**src/rtl/avalon_burst_bridge.sv**
```systemverilog
// Avalon-MM burst master: one command becomes one Avalon burst; write beats in, read beats out.
// Latency: request asserts the cycle after command accept; read beats appear 1 cycle after readdatavalid.
// Backpressure: waitrequest stalls write beats (wr_ready) and the read request; rd stream has none.
module avalon_burst_bridge #(
    parameter int ADDR_SIZE = 32,
    parameter int DATA_SIZE = 256,
    parameter int MAX_BURST = 16,
    parameter int LEN_W     = $clog2(MAX_BURST) + 1
) (
    input  logic                   clk,
    input  logic                   reset,
    output logic                   avm_m0_read,
    output logic                   avm_m0_write,
    output logic [ADDR_SIZE-1:0]   avm_m0_address,
    output logic [10:0]            avm_m0_burstcount,
    output logic [DATA_SIZE/8-1:0] avm_m0_byteenable,
    output logic [DATA_SIZE-1:0]   avm_m0_writedata,
    input  logic [DATA_SIZE-1:0]   avm_m0_readdata,
    input  logic                   avm_m0_readdatavalid,
    input  logic                   avm_m0_waitrequest,
    input  logic                   cmd_valid,
    output logic                   cmd_ready,
    input  logic                   cmd_write,
    input  logic [ADDR_SIZE-1:0]   cmd_address,
    input  logic [LEN_W-1:0]       cmd_len,
    input  logic [DATA_SIZE/8-1:0] cmd_byteenable,
    input  logic [DATA_SIZE-1:0]   wr_data,
    input  logic                   wr_valid,
    output logic                   wr_ready,
    output logic [DATA_SIZE-1:0]   rd_data,
    output logic                   rd_valid,
    output logic                   rd_last,
    output logic                   done,
    output logic                   busy
);

    localparam logic [1:0] IDLE      = 2'd0;
    localparam logic [1:0] WRITE     = 2'd1;
    localparam logic [1:0] READ_CMD  = 2'd2;
    localparam logic [1:0] READ_DATA = 2'd3;

    localparam logic [LEN_W-1:0] ONE     = LEN_W'(1);
    localparam logic [LEN_W-1:0] MAX_LEN = LEN_W'(MAX_BURST);

    logic [1:0]             state;
    logic [LEN_W-1:0]       len_q;
    logic [LEN_W-1:0]       cnt;
    logic [ADDR_SIZE-1:0]   addr_q;
    logic [DATA_SIZE/8-1:0] be_q;
    logic [LEN_W-1:0]       eff_len;
    logic [10:0]            burst_len;
    logic                   last_beat;
    logic                   wr_beat;
    logic                   in_write;

    assign in_write  = (state == WRITE);
    assign last_beat = (cnt == len_q - ONE);
    assign wr_beat   = in_write && wr_valid && !avm_m0_waitrequest;

    // Clamp requested length into 1..MAX_BURST; zero means a single beat.
    always_comb begin
        eff_len = cmd_len;
        if (cmd_len == '0)
            eff_len = ONE;
        else if (cmd_len > MAX_LEN)
            eff_len = MAX_LEN;
    end

    // Widen the held length onto the 11-bit Avalon burstcount.
    always_comb begin
        burst_len = '0;
        burst_len[LEN_W-1:0] = len_q;
    end

    // Burst sequencer: capture the command, count beats, return to IDLE on the final one.
    always_ff @(posedge clk) begin
        if (reset) begin
            state  <= IDLE;
            len_q  <= '0;
            cnt    <= '0;
            addr_q <= '0;
            be_q   <= '0;
        end else begin
            case (state)
                IDLE: begin
                    if (cmd_valid) begin
                        addr_q <= cmd_address;
                        be_q   <= cmd_byteenable;
                        len_q  <= eff_len;
                        cnt    <= '0;
                        state  <= cmd_write ? WRITE : READ_CMD;
                    end
                end
                WRITE: begin
                    if (wr_beat) begin
                        cnt <= cnt + ONE;
                        if (last_beat)
                            state <= IDLE;
                    end
                end
                READ_CMD: begin
                    if (!avm_m0_waitrequest)
                        state <= READ_DATA;
                end
                READ_DATA: begin
                    if (avm_m0_readdatavalid) begin
                        cnt <= cnt + ONE;
                        if (last_beat)
                            state <= IDLE;
                    end
                end
                default: state <= IDLE;
            endcase
        end
    end

    // Read return stage: register each accepted beat and flag the final one; stray beats are dropped.
    always_ff @(posedge clk) begin
        if (reset) begin
            rd_data  <= '0;
            rd_valid <= 1'b0;
            rd_last  <= 1'b0;
        end else begin
            rd_valid <= 1'b0;
            rd_last  <= 1'b0;
            if (state == READ_DATA && avm_m0_readdatavalid) begin
                rd_data  <= avm_m0_readdata;
                rd_valid <= 1'b1;
                rd_last  <= last_beat;
            end
        end
    end

    // Avalon side is held constant from registers for the whole burst and reads 0 when idle.
    assign busy              = (state != IDLE);
    assign cmd_ready         = (state == IDLE);
    assign avm_m0_address    = busy ? addr_q : '0;
    assign avm_m0_burstcount = busy ? burst_len : '0;
    assign avm_m0_byteenable = busy ? be_q : '0;
    assign avm_m0_read       = (state == READ_CMD);
    assign avm_m0_write      = in_write && wr_valid;
    assign avm_m0_writedata  = in_write ? wr_data : '0;
    assign wr_ready          = in_write && !avm_m0_waitrequest;
    // Write completion is combinational with the last beat; read completion rides with rd_last.
    assign done              = (wr_beat && last_beat) || rd_last;

endmodule

```
**config.mk**
```make
export PLATFORM = sky130hd
export DESIGN_NAME = avalon_burst_bridge
export DESIGN_NICKNAME = d
export VERILOG_FILES = /design/src/rtl/avalon_burst_bridge.sv
export SDC_FILE = /design/constraint.sdc
export NUM_CORES = 1
export LEC_CHECK = 0
export CAP_MARGIN = 20
export CORE_AREA = 2 2 454 456
export CTS_CLUSTER_DIAMETER = 100
export DETAILED_ROUTE_END_ITERATION = 6
export DIE_AREA = 0 0 456 458
export GPL_TIMING_DRIVEN = 1
export SLEW_MARGIN = 25
export SYNTH_ARGS = -nofsm -noshare
export SYNTH_HDL_FRONTEND = slang
export SYNTH_SLANG_ARGS = --single-unit
```
**constraint.sdc**
```tcl
create_clock -name clk -period 2.15 [get_ports clk]
set_clock_uncertainty 0.05 [all_clocks]
set_input_delay 0.215 -clock clk [delete_from_list [all_inputs] [get_ports clk]]
set_output_delay 0.215 -clock clk [all_outputs]
set_load 0.01 [all_outputs]
```
* After elaboration in Yosys (flattened, before gate mapping)
Cells that the tools add are included.
** Cells by class
- Equal/unequal tests :: 8
- $add $sub $neg :: 2
- $lt $le $gt $ge :: 1
- Multiplexer cells :: 18
- Shift-type cells :: 0
- Bitwise logic cells :: 1
- Div/mod/pow operators :: 0
- Reductions and logical operators :: 15
- $mul :: 0
** Operators with widths (number)
- 2-to-1 mux 256 bit :: 1
- 2-to-1 mux 32 bit :: 2
- 2-to-1 mux 5 bit :: 6
- one-hot mux 5 bit (3 select lines) :: 1
- 2-to-1 mux 2 bit :: 6
- inequality test 2 bit (second input constant) :: 4
- one-hot mux 2 bit (4 select lines) :: 1
- AND reduction 4 bit :: 2
- adder 5 x 1 -> 5 bit (second input constant) :: 1
- == test 5 bit :: 1
- greater-than comparator 5 bit (second input constant) :: 1
- logical AND 1 bit :: 5
- logical NOT 5 bit :: 1
- subtractor 5 x 1 -> 5 bit (second input constant) :: 1
- == test 2 bit (second input constant) :: 2
- nonzero test 3 bit :: 1
- == test 2 x 1 -> 1 bit (second input constant) :: 1
- logical NOT 2 bit :: 1
- AND reduction 2 bit :: 1
- nonzero test 2 bit :: 1
- OR reduction 2 bit :: 1
- logical NOT 1 bit :: 1
- logical OR 1 bit :: 1
- 2-to-1 mux 1 bit :: 1
- NOT 1 bit :: 1
** Storage, ports and cells
- Latch bits :: 0
- Memories :: 0
- Register bits after elaboration :: 334
- Logic and storage cells :: 53
- Bits in writable memories :: 0
- Output and inout port bits :: 595
- Bits in read-only memories :: 0

* Depth between registers and ports, before layout
Gate-level depths: netlist of the first run.
- Depth in word-level cells :: 5
- Gate-level depth with buffers :: 9
- Gate-level depth less buffers :: 6

* Least setup slack after synthesis of the first run
Ideal clock, no wire load.
- Kind :: register to output
- Start :: register len_q[0]
- End :: output done
- Setup slack :: 0.220 ns
- Stages on the path, launching flop included :: 7
- Data required time :: 1.885 ns
- Arrival time :: 1.665 ns
- Cells stage by stage :: dfxtp_1 -> inv_1 -> ha_1 -> xnor2_1 -> a211o_1 -> a211oi_1 -> a41o_1
** On the way
- Word-level cells in the longest chain between the ends :: 4
** Ends and longest elaborated chain
- start: declaration :: line 46 : logic [LEN_W-1:0] len_q;
- start signal: assignment :: line 89 : len_q <= eff_len;
- subtractor 5 x 1 -> 5 bit :: line 57 : assign last_beat = (cnt == len_q - ONE);
- == test 5 bit :: line 57
- logical AND 1 bit :: line 145 : assign done = (wr_beat && last_beat) || rd_last;
- logical OR 1 bit :: line 145
- end: declaration :: line 33 : output logic done,
Every way passes these cells.

* Worst setup path in the final report of the first run
- Start :: register state[0]
- End :: output avm_m0_writedata[217]
** On the way
- Word-level cells in the longest chain between the ends :: 2
** Ends and longest elaborated chain
- start: declaration :: line 45 : logic [1:0] state;
- start signal: assignment :: line 91 : state <= cmd_write ? WRITE : READ_CMD;
- == test 2 x 1 -> 1 bit :: line 56 : assign in_write = (state == WRITE);
- 2-to-1 mux 256 bit :: line 142 : assign avm_m0_writedata = in_write ? wr_data : '0;
- end: declaration :: line 17 : output logic [DATA_SIZE-1:0] avm_m0_writedata,
Every way passes these cells.

==> results of run 1 <==
kinds of logic (layout without fill, tap and decap cells):
family | count (synthesis) | count (layout)
AND/OR/NAND/NOR | 1004 | 1004
multiplexers | 1 | 1
XOR/XNOR | 6 | 6
AO/OA/AOI/OAI | 347 | 347
adder cells (fa/ha/maj) | 2 | 2
flip-flops | 334 | 334
other | 1 | 44
buffers and inverters | 161 | 1367
state kept, by name, summed over array words and instances (netlist names):
name and count:
addr_q 32, cnt 5, rd_data 256, len_q 5, rd_valid 1, be_q 32, rd_last 1, state 2
Yosys cell counts (all sizes together):
library cell  count  area share
xnor2             5      0.0031
nor2              6      0.0016
a21boi            1     0.00054
a22oi             1     0.00054
and3              1     0.00045
xor2              1     0.00063
dfxtp           334        0.48
a41o              1     0.00072
ha                2      0.0018
o21bai            1     0.00054
nand3b            3      0.0016
a211o             1     0.00063
o21ai             4      0.0014
or4               1     0.00054
nand2           648        0.17
clkbuf          100       0.027
a311oi            1     0.00063
nor2b             4      0.0018
nor3              2     0.00072
inv               7      0.0019
buf              54       0.022
or3b              1     0.00063
a21oi           334        0.12
a211oi            1     0.00054
or3               4      0.0018
or2               2     0.00090
and3b             2      0.0014
a21bo             1     0.00072
o31ai             1     0.00054
nand3             3      0.0011
mux2i             1     0.00072
and2            326        0.15
conb              1     0.00027
nand4bb           1     0.00081
worst max-delay path: stages (launching register included):
cell and delay, ns:
dfxtp_2 0.32, nor2b_4 0.12, buf_12 0.15, buf_16 0.15, buf_12 0.14, buf_16 0.12
buf_6 0.10, buf_6 0.10, buf_6 0.10, buf_6 0.10, and2_4 0.14, buf_6 0.11
final timing paths:
kind / startpoint / to / slack, ns
max reg2reg: state[0]$_SDFFE_PP0P_ / len_q[1]$_SDFFE_PP0P_ / 0.32
min: avm_m0_readdata[121] / rd_data[121]$_SDFFE_PP0P_ / 0.09
min reg2reg: rd_data[51]$_SDFFE_PP0P_ / rd_data[51]$_SDFFE_PP0P_ / 0.40
max: state[0]$_SDFFE_PP0P_ / avm_m0_writedata[217] / -0.43
power by group through the flow:
stage                     sequential, mW  combinational, mW  clock, mW
after detailed placement            6.57               3.83          0
final                               6.44               4.15       7.95
after global placement              6.57               3.82          0
after CTS                           6.44               3.99       8.30
after floorplan                     6.56               1.00          0
after global routing                6.45               4.37       8.48
stage by stage:
step	utilization	TNS, ns
global route	0.157	-91.08
global placement	0.146	-0.0436
detailed placement	0.146	0
CTS	0.154	-119.39
floorplan	-	0
finish	0.157	-60.26
metal layers:
metal  track usage  vias up  share of wire
met1         0.140     8529           0.33
met2         0.255     1043           0.49
met5             0        -         0.0031
li1              -     8253              -
met4        0.0779       78          0.057
met3        0.0815      365           0.12
final cells by class:
cell class,instances,area (um2),share of cell area
Clock buffer,55,1220,0.0383
Multi-Input combinational cell,1366,6670,0.209
Inverter,7,26.3,0.000821
Tap cell,2688,3360,0.105
Timing Repair Buffer,1279,13600,0.425
Antenna cell,38,95.1,0.00297
Sequential cell,334,6690,0.209
Clock inverter,26,320,0.0100
what timing repair did:
item | CTS | global route
hold endpoints to repair | 25 | 0
buffers inserted | 10 | 20
gates cloned | 4 | 14
setup endpoints to repair | 319 | 334
hold buffers | 1 | 0
resized for setup | 207 | 338
pin swaps | 5 | 18
==> impl_metrics.py, run 1 <==
metrics = {
    "sta": {
        "fmax_mhz": 388,
        "rsz0062_at_grt": "yes",
        "worst_slack_ns": -0.429,
        "slew_viol_final": 0,
        "hold_viol": 0,
        "layout_min_cycle_time_ns": 2.58,
        "worst_pin_slew_ns": 0.592,
        "post-route-period-util": 1.20,
        "relSlewSlack": 0.604,
        "whs_ns": 0.0870,
        "setup_viol": 266,
    },
    "pwr": {
        "fin_total_pwr_mw": 18.5,
        "swShare": 0.284,
        "ir_drop_uv": 582,
        "power_switching_mw": 5.27,
        "pwr-share-seq": 0.347,
        "p_per_area_mw_per_mm2": 580,
        "p_int_mw": 13.3,
        "combPwrFrac": 0.224,
        "leakagePower_nw": 11.7,
        "clkPwrFrac": 0.429,
    },
    "grt": {
        "grt_max_degree": 123,
        "grt_util_all_layers": 0.148,
        "grt_pass1_vias": 17200,
        "overflow": 0,
        "antenna_found_initial": 175,
        "grt_first_pass_wirelength_um": 198000,
    },
    "logic_synthesis": {
        "muxShareOfSynthArea": 0.000720,
        "synth-adder-area-share": 0.00180,
        "seq_area_frac_synth": 0.481,
        "synth_xor_area_frac": 0.00378,
        "yosysWarningCount": 0,
        "synthCells": 1856,
        "yosysUniqueCellTypes": 38,
        "synth-simple-area-share": 0.335,
        "synth-compound-area-share": 0.127,
        "synth_area_mm2": 0.0139,
        "ys_ff_latch": 334,
        "syn_area_per_cell_um2": 7.49,
        "synth_top_family_by_area": "simple AND/OR/NAND/NOR gates",
    },
    "critical_path": {
        "worstSetupPathType": "register to output port",
        "arrival_ns": 2.31,
        "cp.required_ns": 1.88,
        "worst_setup_path_end_kind": "output port",
        "reg2reg_depth": 7,
        "cp_max_fo": 6,
        "worst_setup_path_start_kind": "register",
    },
    "detailed_routing": {
        "num_vias": 18300,
        "drt-vias-per-instance": 3.15,
        "drc": 0,
        "dr.pass1.iters": 5,
        "wl_per_cell_um": 28.6,
        "initialDrtViolationCount": 1202,
        "final_antenna_net_count": 0,
        "wl_um": 166000,
    },
    "placement": {
        "place_inst": 5625,
        "dp_hpwl_um": 142000,
        "port_buffers": 1176,
        "dp_worst_setup_slack_ns": 0.000300,
        "postPlaceCellArea_mm2": 0.0297,
        "gp_congestion": 0.974,
    },
    "min_path": {
        "whs_path_depth": 3,
        "worstHoldPathType": "input pin to register",
    },
    "final_layout": {
        "drive_gt1_frac": 0.142,
        "design_area_mm2": 0.0320,
        "synthToLayoutAreaGrowth_pct": 130,
        "final_cell_mix": "clkdlybuf4s50_1 (931), nand2_1 (647), a21oi_1 (334), dfxtp_1 (331), and2_1 (290)",
        "final_cells": 5793,
        "num-fill-cells": 23000,
        "fin_nets": 3623,
        "final_common_cell": "clkdlybuf4s50_1",
    },
    "floorplan": {
        "rows": 166,
        "io_pins": 1183,
        "start_util": 0.0682,
        "die_h_um": 458,
        "core_area_mm2": 0.204,
        "die_w_um": 456,
        "die_area_mm2": 0.209,
    },
    "flow_run": {
        "maxCapViolCount": 0,
    },
    "clocking": {
        "cts_tree": "built",
        "clk_path_buf_depth": 3,
        "cts.sinks": 334,
        "cts_root_buffer": "clkbuf_16",
        "cts_inserted_buffers": 45,
        "insertion_delay_ns": 0.61,
        "cts.reportedPaths.clkPinSlew_ns": 0.06,
        "htreeDepth": 2,
    },
    "outcome": {
        "violations": "negative setup slack",
        "outcome": "finished, violations left",
    },
}
Power figures use the tool's default switching activity.
==> run 2: changes to the inputs <==
CAP_MARGIN = 15   (was 20)
CORE_AREA = 2 2 460 462   (was 2 2 454 456)
DIE_AREA = 0 0 462 464   (was 0 0 456 458)
==> run 2 against run 1 <==
Effect of this change: the flow still finishes with violations (negative setup slack); worst setup slack gained 0.039 ns; register-to-register slack got worse by 0.18 ns; sequential share of layout area hardly changed; combinational power barely moved; global-route usage is 0.51 points higher; via count increased by 1.1%; sequential power hardly changed; final area is 0.10% lower; non-clock buffer count shrank 15; routed wire length rose by 5.5%; fmax grew 1.5%; highest routed layer unchanged.
==> impl_metrics.py, run 2 (synthesized netlist as in run 1, its figures left out) <==
metrics = {
    "outcome": {
        "outcome": "finished, violations left",
        "violations": "negative setup slack",
    },
    "clocking": {
        "insertion_delay_ns": 0.61,
        "cts_root_buffer": "clkbuf_16",
        "cts_tree": "built",
        "cts_inserted_buffers": 45,
        "cts.sinks": 334,
        "clk_path_buf_depth": 3,
        "htreeDepth": 2,
        "cts.reportedPaths.clkPinSlew_ns": 0.06,
    },
    "pwr": {
        "ir_drop_uv": 586,
        "p_int_mw": 13.5,
        "p_per_area_mw_per_mm2": 583,
        "combPwrFrac": 0.223,
        "power_switching_mw": 5.17,
        "swShare": 0.277,
        "fin_total_pwr_mw": 18.6,
        "pwr-share-seq": 0.345,
        "leakagePower_nw": 11.1,
        "clkPwrFrac": 0.432,
    },
    "placement": {
        "dp_hpwl_um": 155000,
        "postPlaceCellArea_mm2": 0.0298,
        "port_buffers": 1176,
        "gp_congestion": 0.850,
    },
    "floorplan": {
        "io_pins": 1183,
        "die_w_um": 462,
        "die_area_mm2": 0.214,
        "rows": 168,
        "core_area_mm2": 0.209,
        "die_h_um": 464,
        "start_util": 0.0665,
    },
    "critical_path": {
        "r2r-end": "addr_q[15]$_SDFFE_PP0P_",
        "slowest_stage": "a211o_1",
        "reg2reg_depth": 9,
        "worst_setup_path_start_kind": "register",
        "arrival_ns": 2.28,
        "cp_max_fo": 4,
        "crit_family": "compound AO/OA/AOI/OAI gates",
        "worstSetupPathType": "register to output port",
        "max_stage_delay_ns": 0.33,
        "cp_cell_sequence": "inv_2 > ha_4 > nand4bb_1 > a211o_1 > a211oi_2 > buf_4 > a41o_1 > buf_12",
        "worst_setup_path_end_kind": "output port",
        "path_buf_inv": 3,
        "rr_startpoint": "state[0]$_SDFFE_PP0P_",
        "cp.required_ns": 1.88,
        "r2r_setup_slack_ns": 0.14,
    },
    "final_layout": {
        "fin_nets": 3608,
        "largest_registers": "rd_data: 256 flops, addr_q: 32 flops, be_q: 32 flops",
        "largest_reg_flops": 256,
        "final_cell_mix": "clkdlybuf4s50_1 (932), nand2_1 (647), a21oi_1 (334), dfxtp_1 (330), and2_1 (302)",
        "drive_gt1_frac": 0.143,
        "regMostFlops": "rd_data",
        "synthToLayoutAreaGrowth_pct": 130,
        "fin_util": 0.153,
        "multiInputGateArea_mm2": 0.00664,
        "final-seq-area_mm2": 0.00669,
        "design_area_mm2": 0.0320,
        "final_common_cell": "clkdlybuf4s50_1",
        "num-fill-cells": 23700,
    },
    "sta": {
        "fmax_mhz": 394,
        "relSlewSlack": 0.575,
        "setup_tns_ns": -55.00,
        "post-route-period-util": 1.18,
        "rsz0062_at_grt": "yes",
        "layout_min_cycle_time_ns": 2.54,
        "hold_viol": 0,
        "setup_viol": 269,
        "worst_pin_slew_ns": 0.637,
        "worst_slack_ns": -0.391,
        "slew_viol_final": 0,
    },
    "detailed_routing": {
        "wl_um": 175000,
        "drc": 0,
        "wl_per_cell_um": 29.7,
        "initialDrtViolationCount": 900,
        "drt-vias-per-instance": 3.14,
        "final_antenna_net_count": 0,
        "dr.pass1.iters": 6,
        "num_vias": 18500,
    },
    "grt": {
        "antenna_found_initial": 217,
        "grt_first_pass_wirelength_um": 206000,
        "grt_util_all_layers": 0.153,
        "grt_pass1_vias": 17400,
        "overflow": 0,
        "grt_max_degree": 77,
    },
    "min_path": {
        "min_from": "avm_m0_readdata[138]",
        "whs_path_depth": 3,
        "worstHoldPathType": "input pin to register",
        "hold_end": "rd_data[138]$_SDFFE_PP0P_",
    },
    "flow_run": {
        "maxCapViolCount": 0,
    },
}
-- run 2: worst reg2reg max path, cell delays in order, from the launching register on --
cell and delay (ns):
dfxtp_2 0.33, buf_6 0.11, or2_4 0.32, buf_12 0.17, buf_16 0.14, inv_8 0.07
and2_2 0.26, buf_12 0.24, nand2_1 0.11, a21oi_1 0.15
-- run 2: worst max path at each step --
stage                          startpoint  endpoint  slack, ns  cells after the start
floorplan           len_q[0]$_SDFFE_PP0P_      done       0.22                      6
global placement    len_q[0]$_SDFFE_PP0P_      done      -0.14                      8
detailed placement  len_q[0]$_SDFFE_PP0P_      done     -0.003                      8
CTS                 len_q[0]$_SDFFE_PP0P_      done      -0.51                      8
global route        len_q[1]$_SDFFE_PP0P_      done      -0.51                      8
finish              len_q[0]$_SDFFE_PP0P_      done      -0.39                      8
-- run 2: per-layer routing --
metal,vias to the layer above,share of wire,track usage,wire (um)
met4,36,0.037,0.0386,6530
met5,-,0.0013,0,231
li1,8214,-,-,-
met3,474,0.15,0.101,26700
met2,1271,0.52,0.289,90100
met1,8477,0.29,0.129,51200
-- run 2: power groups by stage --
stage / clock, mW / sequential (mW) / combinational (mW)
4_1_cts: 8.37 / 6.42 / 3.99
3_5_place_dp: 0 / 6.56 / 3.85
3_3_place_gp: 0 / 6.55 / 3.83
6_report: 8.05 / 6.43 / 4.16
5_1_grt: 8.53 / 6.44 / 4.40
2_1_floorplan: 0 / 6.56 / 1.00
-- run 2: repair_timing --
action	4_1_cts	5_1_grt
buffers inserted	4	16
hold buffers	1	0
gates resized for setup	167	276
hold endpoints to repair	17	0
endpoints found under the setup margin	323	357
gates cloned	4	14
pin swaps	5	12
-- run 2: final cells by class --
cell class | count | share of cell area
tap | 2805 | 0.110
inverter | 7 | 0.00106
timing repair buffer | 1264 | 0.421
clock buffer | 59 | 0.0397
multi-input combinational | 1366 | 0.208
clock inverter | 21 | 0.00916
sequential | 334 | 0.209
antenna | 29 | 0.00227
-- run 2: per-stage QoR --
| stage | std cells | hold slack, ns | worst slack [ns] |
|---|---|---|---|
| after CTS | 5826 | 0.0149 | -0.512 |
| after global routing | 5868 | 0.0614 | -0.510 |
| final | 5885 | 0.0739 | -0.391 |
| after detailed placement | 5737 | 0.392 | -0.00291 |
| after global placement | 5737 | 0.389 | -0.135 |
| after floorplan | 1861 | 0.281 | 0.220 |
